## src/rtl/fifo_pkg.sv

```systemverilog
// Shared FIFO definitions: default address width, pointer type and Gray/binary
// conversion helpers used by both the read and write controllers.
package fifo_pkg;

    localparam int ADDRESS = 3;

    typedef logic [ADDRESS:0] ptr_t;

    function automatic logic [31:0] width_mask(input int width);
        if (width >= 32) begin
            return '1;
        end
        return (32'd1 << width) - 32'd1;
    endfunction

    function automatic logic [31:0] bin2gray(input logic [31:0] b, input int width);
        logic [31:0] v;
        v = b & width_mask(width);
        return (v >> 1) ^ v;
    endfunction

    // Prefix XOR from the MSB down; bits above width are masked to zero first.
    function automatic logic [31:0] gray2bin(input logic [31:0] g, input int width);
        logic [31:0] v;
        v = g & width_mask(width);
        for (int s = 1; s < 32; s = s * 2) begin
            v = v ^ (v >> s);
        end
        return v;
    endfunction

endpackage

```

## src/rtl/sync_write_ptr_in_read_clk.sv

```systemverilog
// Two-flop synchroniser bringing the Gray write pointer into the read clock.
module sync_write_ptr_in_read_clk #(
    parameter int WIDTH = 4
) (
    input  logic             read_clk,
    input  logic             read_rst,
    input  logic [WIDTH-1:0] write_ptr,
    output logic [WIDTH-1:0] sync_write_ptr
);

    logic [WIDTH-1:0] tmp_reg;
    logic [WIDTH-1:0] sync_reg;

    // No logic between stages: only one Gray bit may change per write.
    always_ff @(posedge read_clk) begin
        if (read_rst) begin
            tmp_reg  <= '0;
            sync_reg <= '0;
        end else begin
            tmp_reg  <= write_ptr;
            sync_reg <= tmp_reg;
        end
    end

    assign sync_write_ptr = sync_reg;

endmodule

```

## src/rtl/fifo_read_ctrl.sv

```systemverilog
// Read-side controller of the dual-clock FIFO: read pointers, memory read
// port control and empty/level/underflow status in the read clock domain.
module fifo_read_ctrl
    import fifo_pkg::*;
#(
    parameter int address      = ADDRESS,
    parameter int ALMOST_EMPTY = 1
) (
    input  logic               read_clk,
    input  logic               read_rst,
    input  logic               read_en,
    input  logic [address:0]   write_ptr,
    output logic               read_fire,
    output logic [address-1:0] read_addr,
    output logic [address:0]   read_ptr,
    output logic               empty,
    output logic               almost_empty,
    output logic [address:0]   read_level,
    output logic               underflow
);

    localparam int PW = address + 1;
    localparam logic [address:0] AE_THR = PW'(ALMOST_EMPTY);

    logic [address:0] rbin_reg;
    logic [address:0] rbin_next;
    logic [address:0] rgray_next;
    logic [address:0] read_ptr_reg;
    logic [address:0] wsync;
    logic [address:0] wbin;
    logic [address:0] level_next;
    logic [address:0] level_reg;
    logic             empty_reg;
    logic             almost_empty_reg;
    logic             underflow_reg;

    sync_write_ptr_in_read_clk #(
        .WIDTH(PW)
    ) u_sync (
        .read_clk       (read_clk),
        .read_rst       (read_rst),
        .write_ptr      (write_ptr),
        .sync_write_ptr (wsync)
    );

    assign read_fire = read_en & ~empty_reg;

    // Status is computed against the post-read pointer so a read of the last
    // entry and a newly visible write are both reflected at the same edge.
    always_comb begin
        rbin_next  = rbin_reg + {{address{1'b0}}, read_fire};
        rgray_next = PW'(bin2gray(32'(rbin_next), PW));
        wbin       = PW'(gray2bin(32'(wsync), PW));
        level_next = wbin - rbin_next;
    end

    always_ff @(posedge read_clk) begin
        if (read_rst) begin
            rbin_reg         <= '0;
            read_ptr_reg     <= '0;
            empty_reg        <= 1'b1;
            almost_empty_reg <= 1'b1;
            level_reg        <= '0;
            underflow_reg    <= 1'b0;
        end else begin
            rbin_reg         <= rbin_next;
            read_ptr_reg     <= rgray_next;
            empty_reg        <= (rgray_next == wsync);
            almost_empty_reg <= (level_next <= AE_THR);
            level_reg        <= level_next;
            underflow_reg    <= read_en & empty_reg;
        end
    end

    assign read_addr    = rbin_reg[address-1:0];
    assign read_ptr     = read_ptr_reg;
    assign empty        = empty_reg;
    assign almost_empty = almost_empty_reg;
    assign read_level   = level_reg;
    assign underflow    = underflow_reg;

endmodule

```

## config.mk

```make
export PLATFORM = sky130hd
export DESIGN_NAME = fifo_read_ctrl
export DESIGN_NICKNAME = d
export VERILOG_FILES = /design/src/rtl/fifo_pkg.sv /design/src/rtl/sync_write_ptr_in_read_clk.sv /design/src/rtl/fifo_read_ctrl.sv
export SDC_FILE = /design/constraint.sdc
export NUM_CORES = 1
export LEC_CHECK = 0
export BUFFER_PORTS_ARGS = -buffer_cell sky130_fd_sc_hd__buf_4
export CORE_MARGIN = 10
export CORE_UTILIZATION = 30
export CTS_CLUSTER_DIAMETER = 120
export DETAILED_ROUTE_END_ITERATION = 7
export SYNTH_ARGS = -nofsm -noshare
export SYNTH_HDL_FRONTEND = slang
export SYNTH_SLANG_ARGS = --single-unit
```

## constraint.sdc

```tcl
create_clock -name read_clk -period 3 [get_ports read_clk]
set_input_delay 0.45 -clock read_clk [delete_from_list [all_inputs] [get_ports read_clk]]
set_output_delay 0.45 -clock read_clk [all_outputs]
set_load 0.05 [all_outputs]
```

==> results of run 1 <==
-- worst max-delay path: cells and delay by family, from the launching register on --
family | cells | cell delay (ns)
simple gates | 2 | 0.30
fa+ha+maj | 2 | 0.39
xor+xnor | 3 | 0.66
buf+inv | 1 | 0.05
compound gates | 3 | 0.48
flops | 1 | 0.38
-- stage by stage --
step                setup slack, ns  utilization
floorplan                     0.306            -
global placement              0.593        0.383
detailed placement            0.512        0.383
CTS                           0.659        0.391
global route                  0.432        0.391
finish                        0.679        0.391
-- final cells by class --
class	count	area [µm²]
tap	31	38.8
multi-input combinational	59	420
timing repair buffer	21	158
inverter	2	7.51
fill	290	1690
clock buffer	3	22.5
sequential	22	440
-- layout by cell type, fill, tap and decap left out --
cell type / count
nor3_1: 2
buf_4: 21
a31oi_2: 1
clkbuf_4: 3
nand2_2: 1
a21oi_1: 1
nand2_1: 3
xnor2_1: 9
nor2_1: 7
nor2b_1: 12
ha_1: 4
xor2_1: 6
and2_1: 3
o21ai_1: 1
o31ai_2: 1
or2_2: 1
nand3_1: 1
and3_1: 2
maj3_2: 1
a211oi_1: 1
o21ai_0: 1
nor2b_2: 1
dfxtp_1: 22
inv_1: 2
-- worst paths after layout --
path / from / end / slack, ns / cells past startpoint
setup / recovery: u_sync.sync_write_ptr[2] / almost_empty / 0.68 / 11
hold reg to reg: u_sync.tmp_reg[0] / u_sync.sync_write_ptr[0] / 0.44 / 1
hold / removal: write_ptr[3] / u_sync.tmp_reg[3] / 0.36 / 2
setup reg to reg: u_sync.sync_write_ptr[2] / almost_empty / 0.68 / 11
-- cell families after synthesis --
family	share of synthesized area
adder cells (fa/ha/maj)	0.0694
AO/OA/AOI/OAI	0.0538
AND/OR/NAND/NOR	0.201
flip-flops	0.499
XOR/XNOR	0.149
buffers and inverters	0.0283
-- report_power, final --
part	internal (µW)	switching (µW)	total (µW)
clock network	46.8	78.0	125
logic	66.6	115	182
registers	315	8.96	324
total	428	202	630
-- per-layer routing --
metal  vias up  track usage
li1        318            -
met1       266       0.0667
met4         0       0.0122
met5         -            0
met2        20       0.0938
met3         0       0.0359
==> results.ini, run 1 <==
[timing]
final-hold-violation-count=0
timing.fmax_mhz=431
final_sum_of_negative_setup_slack_ns=0
fin_crit_sh=0.774
setup-violations-final=0
final_period_minus_worst_setup_slack_ns=2.32
timing_worst_slew_pin_value_ns=0.455
rsz_0062_raised_after_global_routing=no
fin_worst_hold_slack_ns=0.358
clock_skew_ns=0.00594
timing_max_transition_violations_final=0
slew_headroom=0.694

[critical_path]
critical_path_required_ns=3.22
cp_data_arrival_time_ns=2.54
timing.critical_path.fanout_max=5
worst_path_largest_cell_delay_ns=0.38
cp_max_delay_cell=dfxtp_1
worstPathCellList=xor2_1, or2_2, nand2_1, xor2_1, ha_1, inv_1, ha_1, a211oi_1, a21oi_1, xnor2_1, o31ai_2
critical_path.endpoint_type=register
crit_type=reg2reg
worst_setup_path_start_kind=register

[synthesis]
synthesis.instances=85
yosysWarningCount=0
synth.top_cells.by_area=dfxtp_1 50%, nor2b_1 9.2%, xnor2_1 8.9%
netlist_area_um2=883
synth.distinct_cells=23
yosys.area.top_type=dfxtp_1
ys_dominant_reg_cell=dfxtp_1
synthesis.area_per_instance_um2=10.4
yosysMostFrequentCell=dfxtp_1
syn-num-nets=96
async_reset_ff_frac=0
synth_edf_count=0
synth_seq_area_share=0.499
synth_largest_type_area_fraction=0.499
most_numerous_cell_types_in_the_synthesized_netlist=22 x dfxtp_1, 13 x nor2b_1, 9 x xnor2_1
ffs_latches_synth=22

[routing]
route.met2.wl_um=639
highest-signal-layer=met3
dr_wl_met3_um=192
drt_pre_antenna_iters=3
num_vias=604
drt-met1-wl_um=678
routedWlPerCell_um=10.9
ant_nets=0
post_drt_via_cell_ratio=4.38
drt_drc_violations_left=0
drt-initial-drc-count=15
finalWirelength_um=1510

[power_and_ir_drop]
worst_ir_drop_vdd_v=0.000311
design_power_uw=630
p_leak_uw=0.000487
power.density_nw_per_um2=580

[cts]
clkSinkCount=22
clock_latency_ns=0.30
cts_tree=done
cts.clk_slew.worst_paths_ns=0.11
root_buffer=clkbuf_4
cts_hold_buf=0
clock_tree.htree_level_count=1
cts.repair.resized=0
clock_path_buffers=2
post-cts-setup-buffers=0
cts_made_buffers=3

[floorplanning]
die_h_um=74.3
top_level_ports=22
initial_standard_cell_utilization_of_the_core=0.318
area_of_the_die_um2=5520
core.rowCount=19
dieWidth_um=74.3
area_of_the_core_um2=2780

[global_routing]
groute.usage.overall=0.0590
antenna_violations_before_repair=0
grt_pass1_wl_um=2620
globalRouteOverflowTotal=0
grt_pass1_vias=595
grt_max_degree=19

[final_layout]
finalNetCount=120
design_area_um2=1090
drive_gt1_frac=0.280
area_growth_syn_to_layout_pct=23.1
antenna_cells_inserted=0
final-instance-count-excl-fill=138

[place]
dp_cells=135
numPortBuffers=21
gp_congestion=0.768
placed_cell_areas_um2=1060
hpwl_um=1210

[min_path]
min-delay-path-class=in2reg

[run]
cap_viol_max_count=0

[status]
run_status=completed

Power figures use the tool's default switching activity.
==> run 2: changes to the inputs <==
ABC_AREA = 1   (was default)
clock period = 2 ns   (was 3 ns; I/O delays follow)
==> results.ini, run 2 <==
[status]
run_status=completed  ; unchanged

[routing]
num_vias=798  ; was 604
drt_pre_antenna_iters=3  ; unchanged
drt-initial-drc-count=20  ; was 15
finalWirelength_um=1980  ; was 1510 µm
ant_nets=0  ; unchanged
drt_drc_violations_left=0  ; unchanged
post_drt_via_cell_ratio=4.07  ; was 4.38
routedWlPerCell_um=10.1  ; was 10.9 µm

[synthesis]
syn-num-nets=138  ; was 96
proportion_of_synthesized_area_in_mux_cells=0  ; unchanged
ffs_latches_synth=22  ; unchanged
synthesis.area_per_instance_um2=7.76  ; was 10.4 µm²
yosys.area_share.adder=0.0508  ; was 0.0694
yosysWarningCount=0  ; unchanged
synth_xor_area_frac=0.0863  ; was 0.149
synth.distinct_cells=17  ; was 23
synthSimpleGateAreaFrac=0.307  ; was 0.201
most_numerous_cell_types_in_the_synthesized_netlist=26 x nand2_1, 22 x dfxtp_1, 22 x nor2_1  ; was 22 x dfxtp_1, 13 x nor2b_1, 9 x xnor2_1
synth.top_cells.by_area=dfxtp_1 45%, nand2_1 9.9%, nor2_1 8.4%  ; was dfxtp_1 50%, nor2b_1 9.2%, xnor2_1 8.9%
combinational_family_with_the_most_area_after_synthesis=simple AND/OR/NAND/NOR gates  ; unchanged
yosysMostFrequentCell=nand2_1  ; was dfxtp_1
synth-compound-area-share=0.0140  ; was 0.0538
async_reset_ff_frac=0  ; unchanged
netlist_area_um2=986  ; was 883 µm²
synth_largest_type_area_fraction=0.447  ; was 0.499
ys_dominant_reg_cell=dfxtp_1  ; unchanged
synth_edf_count=0  ; unchanged
synthesis.instances=127  ; was 85
synth_seq_area_share=0.447  ; was 0.499
yosys.area.top_type=dfxtp_1  ; unchanged

[timing]
final-hold-violation-count=0  ; unchanged
timing_worst_slew_pin_value_ns=0.221  ; was 0.455 ns
rsz_0062_raised_after_global_routing=no  ; unchanged
timing.fmax_mhz=556  ; was 431 MHz
timing_max_transition_violations_final=0  ; unchanged
final_sum_of_negative_setup_slack_ns=0  ; unchanged
clock_skew_ns=0.00701  ; was 0.00594 ns
fin_crit_sh=0.900  ; was 0.774
fin_worst_hold_slack_ns=0.178  ; was 0.358 ns
slew_headroom=0.852  ; was 0.694
fin_ws_ns=0.200  ; was 0.679 ns
final_period_minus_worst_setup_slack_ns=1.80  ; was 2.32 ns
setup-violations-final=0  ; unchanged

[power_and_ir_drop]
worst_ir_drop_vdd_v=0.000290  ; was 0.000311 V
comb_power_share=0.328  ; was 0.288
power.internal_uw=715  ; was 428 µW
power_switching_share=0.352  ; was 0.321
switching_power_uw=388  ; was 202 µW
power.density_nw_per_um2=839  ; was 580 nW/µm²
power_frac_clock=0.220  ; was 0.198
sequentialPowerShare=0.451  ; was 0.514
p_leak_uw=0.000640  ; was 0.000487 µW

[global_routing]
groute.usage.overall=0.0696  ; was 0.0590
antenna_violations_before_repair=0  ; unchanged
grt_pass1_wl_um=3420  ; was 2620 µm
globalRouteOverflowTotal=0  ; unchanged
grt_pass1_vias=773  ; was 595
grt_max_degree=22  ; was 19

[cts]
clock_path_buffers=2  ; unchanged
clock_latency_ns=0.31  ; was 0.30 ns
root_buffer=clkbuf_4  ; unchanged
cts_made_buffers=3  ; unchanged
cts.clk_slew.worst_paths_ns=0.12  ; was 0.11 ns
cts_tree=done  ; unchanged
cts_hold_buf=0  ; unchanged
clkSinkCount=22  ; unchanged
clock_tree.htree_level_count=1  ; unchanged

[place]
numPortBuffers=21  ; unchanged
placed_cell_areas_um2=1240  ; was 1060 µm²
pre_cts_ws_ns=0.0432  ; was 0.512 ns
gp_congestion=0.800  ; was 0.768
hpwl_um=1530  ; was 1210 µm

[critical_path]
critical_path_required_ns=2.22  ; was 3.22 ns
worst_setup_path_start_kind=register  ; unchanged
rr_startpoint=u_sync.sync_write_ptr[3]  ; was u_sync.sync_write_ptr[2]
timing.critical_path.fanout_max=5  ; unchanged
crit_type=reg2reg  ; unchanged
cp_data_arrival_time_ns=2.02  ; was 2.54 ns
worstRegToRegCells=15  ; was 11
critical_path.endpoint_type=register  ; unchanged
cp_num_buf_inv=3  ; was 1
reg2reg_slack_ns=0.20  ; was 0.68 ns
cp_top_family=simple AND/OR/NAND/NOR gates  ; was XOR/XNOR gates
worstPathCellList=nand2_2, clkinv_1, nor2_2, nand2_1, nand2_1, xnor2_1, ha_2, inv_1, ha_2, inv_2, nand2_1, nand3_2, nand2_2, a21oi_2, nor2_2  ; was xor2_1, or2_2, nand2_1, xor2_1, ha_1, inv_1, ha_1, a211oi_1, a21oi_1, xnor2_1, o31ai_2
worst_path_largest_cell_delay_ns=0.38  ; about the same
r2r-end=almost_empty  ; unchanged
critical-path-top-cell-by-count=nand2_1
cp_max_delay_cell=dfxtp_4  ; was dfxtp_1

[floorplanning]
top_level_ports=22  ; unchanged
dieWidth_um=77.3  ; was 74.3 µm
area_of_the_core_um2=3100  ; was 2780 µm²
area_of_the_die_um2=5980  ; was 5520 µm²
die_h_um=77.3  ; was 74.3 µm
initial_standard_cell_utilization_of_the_core=0.318  ; about the same
core.rowCount=20  ; was 19

[min_path]
worst_hold_startpoint=write_ptr[0]  ; was write_ptr[3]
min_path_cells=3  ; was 2
whs_endpoint=u_sync.tmp_reg[0]  ; was u_sync.tmp_reg[3]
min-delay-path-class=in2reg  ; unchanged

[final_layout]
multi_input_area_um2=510  ; was 420 µm²
antenna_cells_inserted=0  ; unchanged
filler_cell_count=314  ; was 290
area_growth_syn_to_layout_pct=33.4  ; was 23.1%
finalNetCount=164  ; was 120
design_area_um2=1320  ; was 1090 µm²
mostFrequentLayoutCell=nand2_1  ; was dfxtp_1
drive_gt1_frac=0.395  ; was 0.280
seq_area_um2=452  ; was 440 µm²
final_cell_mix=24 x nand2_1, 23 x buf_4, 21 x nor2_1, 19 x dfxtp_1, 18 x inv_1  ; was 22 x dfxtp_1, 21 x buf_4, 12 x nor2b_1, 9 x xnor2_1, 7 x nor2_1

[run]
cap_viol_max_count=0  ; unchanged

run 2: cell count changes in the layout (fill, tap and decap cells not counted), moves of 4 or more:
| cell | before | now |
|---|---|---|
| nand2_1 | 3 | 24 |
| inv_1 | 2 | 18 |
| nor2_1 | 7 | 21 |
| nor2b_1 | 12 | 0 |
| nand2_2 | 1 | 8 |
| xnor2_1 | 9 | 2 |
| ha_1 | 4 | 0 |
| nand3_2 | 0 | 4 |
| nor2_2 | 0 | 4 |
run 2: routing by layer:
layer	vias up	routed length, µm	GRT usage	share of wire
met5	-	0	0	0
met4	0	46	0.0438	0.023
met3	4	139	0.0291	0.070
met2	18	964	0.115	0.49
met1	355	825	0.0718	0.42
li1	421	-	-	-
run 2: how the worst max path moves through the flow:
stage,startpoint,end,slack (ns),cells past startpoint
after floorplan,empty,almost_empty,-0.03,14
after global placement,read_en,almost_empty,0.07,15
after detailed placement,read_en,almost_empty,0.04,15
after CTS,u_sync.sync_write_ptr[3],almost_empty,0.13,15
after global routing,u_sync.sync_write_ptr[3],almost_empty,0.02,15
final,u_sync.sync_write_ptr[3],almost_empty,0.20,15
run 2: final cells by class:
class / instances / share of cell area
Sequential cell: 22 / 0.343
Multi-Input combinational cell: 80 / 0.388
Tap cell: 44 / 0.0419
Timing Repair Buffer: 23 / 0.131
Clock buffer: 4 / 0.0276
Inverter: 23 / 0.0676
run 2: kinds of logic (layout without fill, tap and decap cells):
family | Yosys count | in the layout
buffers and inverters | 25 | 50
and+or+nand+nor | 66 | 66
xor gates and xnor gates | 8 | 8
adders and majority gates | 4 | 4
AOI/OAI and AO/OA | 2 | 2
DFF | 22 | 22
run 2: what timing repair did:
action | CTS | global route
gates resized for setup | 0 | 8
buffers inserted | 0 | 2
endpoints found under the setup margin | 0 | 1
run 2: through the flow:
step,power (µW),std cells,utilization
final,1100,196,0.424
after CTS,1120,194,0.413
after floorplan,777,127,-
after global placement,866,190,0.401
after detailed placement,870,190,0.401
after global routing,1180,196,0.424
run 2: tightest hold or removal path, delay by kind of cell:
kind,cells,cell delay [ns]
buffers and inverters,2,0.10
and+or+nand+nor,1,0.06
run 2: power groups by stage:
stage                     sequential [µW]  combinational, µW  clock, µW
final                                 498                362        243
after floorplan                       621                156          0
after global placement                508                357          0
after CTS                             500                361        258
after detailed placement              510                360          0
after global routing                  502                401        277
